### src/rtl/exe_div_ctrl.sv
// exe_div_ctrl: EXE-stage sequencer for the signed/unsigned AXI-Stream divider cores.
// Issues each divide exactly once, stalls EXE until the result is back, and
// drains an in-flight core transaction cleanly when the instruction is flushed.
module exe_div_ctrl (
    input  logic        clk,
    input  logic        reset,
    input  logic        es_valid,
    input  logic [3:0]  es_div_op,
    input  logic [31:0] es_src1,
    input  logic [31:0] es_src2,
    input  logic        ms_allowin,

    output logic [31:0] div_dividend_tdata,
    output logic [31:0] div_divisor_tdata,

    output logic        sdiv_dividend_tvalid,
    output logic        sdiv_divisor_tvalid,
    input  logic        sdiv_dividend_tready,
    input  logic        sdiv_divisor_tready,
    input  logic        sdiv_dout_tvalid,
    input  logic [63:0] sdiv_dout_tdata,

    output logic        udiv_dividend_tvalid,
    output logic        udiv_divisor_tvalid,
    input  logic        udiv_dividend_tready,
    input  logic        udiv_divisor_tready,
    input  logic        udiv_dout_tvalid,
    input  logic [63:0] udiv_dout_tdata,

    output logic        div_ready_go,
    output logic [31:0] div_result,
    output logic        div_busy
);

    localparam int unsigned DATA_W = 32;
    localparam int unsigned DOUT_W = 64;

    typedef enum logic [2:0] {
        S_IDLE,
        S_SEND,
        S_WAIT,
        S_DONE,
        S_DRAIN
    } state_t;

    state_t state;

    // Latched per-instruction controls.
    logic sel_signed;
    logic want_rem;

    // Decode of the op currently sitting in EXE: {div_w, mod_w, div_wu, mod_wu}.
    logic is_div;
    logic op_signed;
    logic op_rem;

    assign is_div    = es_valid & (|es_div_op);
    assign op_signed = es_div_op[3] | es_div_op[2];
    assign op_rem    = es_div_op[2] | es_div_op[0];

    // View of whichever core this instruction was issued to.
    logic              sel_dd_valid;
    logic              sel_dv_valid;
    logic              sel_dd_ready;
    logic              sel_dv_ready;
    logic              sel_dout_valid;
    logic [DOUT_W-1:0] sel_dout_data;

    assign sel_dd_valid   = sel_signed ? sdiv_dividend_tvalid : udiv_dividend_tvalid;
    assign sel_dv_valid   = sel_signed ? sdiv_divisor_tvalid  : udiv_divisor_tvalid;
    assign sel_dd_ready   = sel_signed ? sdiv_dividend_tready : udiv_dividend_tready;
    assign sel_dv_ready   = sel_signed ? sdiv_divisor_tready  : udiv_divisor_tready;
    assign sel_dout_valid = sel_signed ? sdiv_dout_tvalid     : udiv_dout_tvalid;
    assign sel_dout_data  = sel_signed ? sdiv_dout_tdata      : udiv_dout_tdata;

    // Input channels still pending after this cycle's handshakes.
    logic dd_pending_next;
    logic dv_pending_next;
    logic inputs_done;

    assign dd_pending_next = sel_dd_valid & ~sel_dd_ready;
    assign dv_pending_next = sel_dv_valid & ~sel_dv_ready;
    assign inputs_done     = ~dd_pending_next & ~dv_pending_next;

    // Quotient sits in the upper half of the core output, remainder in the lower.
    logic [DATA_W-1:0] picked_result;

    assign picked_result = want_rem ? sel_dout_data[DATA_W-1:0]
                                    : sel_dout_data[DOUT_W-1:DATA_W];

    // EXE may advance for non-divides at once, and for divides only in DONE.
    assign div_ready_go = ~is_div | (state == S_DONE);

    // Control FSM with registered operands, tvalids, result and busy flag.
    always_ff @(posedge clk) begin
        if (reset) begin
            state                <= S_IDLE;
            sel_signed           <= 1'b0;
            want_rem             <= 1'b0;
            div_dividend_tdata   <= '0;
            div_divisor_tdata    <= '0;
            sdiv_dividend_tvalid <= 1'b0;
            sdiv_divisor_tvalid  <= 1'b0;
            udiv_dividend_tvalid <= 1'b0;
            udiv_divisor_tvalid  <= 1'b0;
            div_result           <= '0;
            div_busy             <= 1'b0;
        end else begin
            // Each channel's tvalid retires on its own handshake, in any state.
            if (sdiv_dividend_tvalid && sdiv_dividend_tready) sdiv_dividend_tvalid <= 1'b0;
            if (sdiv_divisor_tvalid  && sdiv_divisor_tready)  sdiv_divisor_tvalid  <= 1'b0;
            if (udiv_dividend_tvalid && udiv_dividend_tready) udiv_dividend_tvalid <= 1'b0;
            if (udiv_divisor_tvalid  && udiv_divisor_tready)  udiv_divisor_tvalid  <= 1'b0;

            case (state)
                S_IDLE: begin
                    if (is_div) begin
                        state                <= S_SEND;
                        div_busy             <= 1'b1;
                        div_dividend_tdata   <= es_src1;
                        div_divisor_tdata    <= es_src2;
                        sel_signed           <= op_signed;
                        want_rem             <= op_rem;
                        sdiv_dividend_tvalid <= op_signed;
                        sdiv_divisor_tvalid  <= op_signed;
                        udiv_dividend_tvalid <= ~op_signed;
                        udiv_divisor_tvalid  <= ~op_signed;
                    end
                end

                S_SEND: begin
                    if (!es_valid) begin
                        state <= S_DRAIN;
                    end else if (inputs_done) begin
                        state <= S_WAIT;
                    end
                end

                S_WAIT: begin
                    if (sel_dout_valid) begin
                        if (es_valid) begin
                            div_result <= picked_result;
                            state      <= S_DONE;
                        end else begin
                            // Flushed in the very cycle the result arrived: drop it.
                            state    <= S_IDLE;
                            div_busy <= 1'b0;
                        end
                    end else if (!es_valid) begin
                        state <= S_DRAIN;
                    end
                end

                S_DONE: begin
                    // A flush here would otherwise leave DONE waiting for a leave that never comes.
                    if (ms_allowin || !es_valid) begin
                        state    <= S_IDLE;
                        div_busy <= 1'b0;
                    end
                end

                S_DRAIN: begin
                    if (!sel_dd_valid && !sel_dv_valid && sel_dout_valid) begin
                        state    <= S_IDLE;
                        div_busy <= 1'b0;
                    end
                end

                default: begin
                    state    <= S_IDLE;
                    div_busy <= 1'b0;
                end
            endcase
        end
    end

endmodule

### config.mk
export PLATFORM = sky130hd
export DESIGN_NAME = exe_div_ctrl
export DESIGN_NICKNAME = d
export VERILOG_FILES = /design/src/rtl/exe_div_ctrl.sv
export SDC_FILE = /design/constraint.sdc
export NUM_CORES = 1
export LEC_CHECK = 0
export CAP_MARGIN = 15
export CORE_AREA = 3 3 119 121
export CTS_BUF_LIST = sky130_fd_sc_hd__clkbuf_8
export DETAILED_ROUTE_END_ITERATION = 8
export DIE_AREA = 0 0 122 124
export GPL_TIMING_DRIVEN = 0
export PLACE_DENSITY = 0.79
export SLEW_MARGIN = 5
export SYNTH_ARGS = -nofsm -noshare
export SYNTH_HDL_FRONTEND = slang
export SYNTH_SLANG_ARGS = --single-unit
### constraint.sdc
create_clock -name clk -period 3 [get_ports clk]
set_input_delay 0.6 -clock clk [delete_from_list [all_inputs] [get_ports clk]]
set_output_delay 0.6 -clock clk [all_outputs]
set_load 0.02 [all_outputs]
==> summary.txt <==
Finish
  • Final Core Density: 61.81%
  • Net count, final: between 1000 and 1500
  • Non-filler cells in the finished layout: between 1000 and 1500
  • Filler cells: 1214
  • Design area: about 8200 um^2
  • Most frequent cells in the layout: clkdlybuf4s50_1 (305), nand2_1 (196), dfxtp_1 (106)
  • Synth-to-layout area growth: 74.97%
  • # diodes: 0
  • Share of post-route cells with drive strength above 1: 8.000%
  • Commonest non-fill, non-tap cell in the layout: clkdlybuf4s50_1

Place
  • Post-DP Area: ~7900 um^2
  • Placer Congestion: around 0.92
  • Place WS: -35.70 ps
  • Placed cells: between 1000 and 1500
  • Post-DP HPWL: roughly 14000 um
  • Buffers on Ports: 306

Clocking
  • TritonCTS clock tree: built
  • CTS root buffer: clkbuf_8
  • Post-CTS Setup Bufs: 0
  • Clock slew at reported path FFs: 100 ps
  • Sink Count: ~110
  • Total CTS buffers: 9
  • H-Tree Depth: 3
  • Clk buf depth: 2
  • Clk Latency, worst-skew pair: 360 ps

STA
  • Worst Skew: between 6 and 7 ps
  • Final Hold Viols: 0
  • Unrepaired setup endpoints after global routing: false
  • Fin crit period: roughly 2600 ps
  • Final worst slack: 374.4 ps
  • Tightest Pin Transition: ~610 ps
  • Final period util: 87.52%
  • Fin. max-slew vios: 0
  • FMAX: 0.3809 GHz
  • Slew margin rel.: between 50% and 60%
  • Final setup viols: 0

Yosys
  • Asr flop ratio synth: 0%
  • Sequential area share after synthesis: between 40% and 50%
  • Post-Syn Instances: 529
  • Main synth FF type: dfxtp_1
  • Number of synthesized register bits: roughly 110
  • Post-Syn Area: 4659 um^2
  • Mean Syn Cell Area: a little under 9 um^2
  • YS warnings: 0
  • Post-synthesis cell type count: 35
  • Syn nets: 735
  • Number of synthesized flops with an enable pin: 0

Power
  • Pwr dens: about 600 nW/um^2
  • Logic pwr share: 44.7%
  • P_int: ~3.2 mW
  • NetSw: about 1.7 mW
  • Tot Pwr: about 5 mW
  • Sequential power share: 36.0%
  • Clock power share: roughly a fifth
  • Leak Pwr: 2.851 nW
  • Maximum vdd drop: roughly 440 uV
  • Switching share of power: between 30% and 40%

Routing
  • DRC viols: 0
  • Wire per inst: between 15 and 20 um
  • Routed WL: 16730 um
  • Drt first pass iters: 4
  • Vias/cell: approximately 4.7
  • Vias: slightly below 5000
  • 1st-iter DRT viols: around 200
  • Post-DRT Antenna Nets: 0

Worst setup path
  • Critical Path Sink Type: flop
  • CP Class: in2reg
  • Worst path arrival time: ~2900 ps
  • CP Data Required Time: between 3000 and 4000 ps
  • Max FO, Critical Path: 10
  • Critical Path Start Type: primary input

Run status
  • Status: complete, no violations

Global routing
  • Total grt overflow: 0
  • Grt met1 use: approximately a quarter
  • Top Usage Layer GRT: met2
  • GR Util met2: between 30% and 40%
  • Global-route wire length before repair: 24630 um
  • Initial antenna violation count: 0
  • Largest net degree at the start of global routing: 17
  • Number of global-route vias before repair: between 4000 and 5000
  • Total track usage: 21.25%
  • Met3 Use GR: roughly 6.6%

Floorplan
  • Die span in x: between 100 and 150 um
  • I/O Pins: roughly 310
  • Core Rows: 42
  • Initial Utilization: between 30% and 40%
  • Die Area: around 15000 um^2
  • Core Region: between 10000 and 15000 um^2
  • Die height: ~120 um

Job
  • MaxCap Viol Count: 0

Min path
  • HP Class: reg2reg
## critical path: stages
cell and delay (ps):
clkdlybuf4s50_1 540, or4_4 160, nand3b_2 100, nor3_2 490
buf_2 370, clkbuf_1 400, nand2_1 110, a21oi_1 140
## power groups by stage
stage | Clock (mW) | Combinational [mW] | Sequential, mW
after floorplan | 0 | 0.999 | 2.02
after global placement | 0 | 2.17 | 1.78
after detailed placement | 0 | 2.20 | 1.79
after CTS | 0.969 | 2.20 | 1.75
after global routing | 1.02 | 2.36 | 1.78
final | 0.937 | 2.17 | 1.75
## final timing paths
path / from / to / slack (ps) / depth (start not counted)
worst min-delay path: div_dividend_tdata[25] / div_dividend_tdata[25] / 460 / 2
worst min register to register: div_dividend_tdata[25] / div_dividend_tdata[25] / 460 / 2
worst max register to register: state[2] / div_dividend_tdata[20] / 760 / 6
worst max-delay path: es_div_op[2] / div_dividend_tdata[20] / 370 / 8
## metal layers
layer	routed length (um)	vias up	share of wire (%)
li1	-	2427	-
met1	6681	2249	40
met2	8607	168	51
met3	1223	18	7.3
met4	218	0	1.3
met5	0	-	0
## through the flow
step	TNS, ps	hold WS [ps]
floorplan	0	517.3
global placement	0	440.6
detailed placement	-137.5	445.8
CTS	0	459.0
global route	0	473.7
finish	0	456.9
## registers in the layout, indices dropped and copies added, names as in the netlist
name	cells
div_dividend_tdata	32
sel_signed	1
want_rem	1
state	3
div_busy	1
sdiv_dividend_tvalid	1
div_result	32
sdiv_divisor_tvalid	1
udiv_dividend_tvalid	1
div_divisor_tdata	32
udiv_divisor_tvalid	1
## cells by family (layout without fill, tap and decap cells)
kind of cell           after synthesis  after routing  share of synthesized area [%]
buffers and inverters               43            364                          4.645
and+or+nand+nor                    235            235                          21.46
DFF                                106            106                          45.54
AOI/OAI and AO/OA                  111            111                          12.46
muxes                               34             34                          15.90
## timing repair
| action | CTS | global route |
|---|---|---|
| setup endpoints to repair | 0 | 1 |
| hold buffers | 0 | 0 |
| hold endpoints to repair | 0 | 0 |
| resized for setup | 0 | 1 |
## cells in the mapped netlist, types with 2 or more instances
| cell | number | area (um^2) |
|---|---|---|
| nand2b_1 | 6 | 37.54 |
| mux4_2 | 32 | 720.7 |
| buf_2 | 11 | 55.05 |
| a21oi_1 | 102 | 510.5 |
| clkbuf_1 | 25 | 93.84 |
| dfxtp_1 | 106 | 2122 |
| nor2_1 | 7 | 26.28 |
| nand2_1 | 196 | 735.7 |
| or3_1 | 2 | 12.51 |
| mux2i_1 | 2 | 20.02 |
| nor3_1 | 5 | 25.02 |
| nor2b_1 | 7 | 43.79 |
| o21ai_0 | 3 | 15.01 |
| buf_6 | 4 | 45.04 |
## final cells by class
type | instances | area (um^2) | share of cell area (%)
Buffer | 42 | 212.7 | 2.609
Sequential cell | 106 | 2122 | 26.03
Clock inverter | 6 | 83.83 | 1.028
Tap cell | 176 | 220.2 | 2.701
Inverter | 1 | 3.754 | 0.04604
Timing Repair Buffer | 306 | 3065 | 37.60
Multi-Input combinational cell | 380 | 2321 | 28.47
Clock buffer | 9 | 123.9 | 1.519
Power figures use the tool's default switching activity.
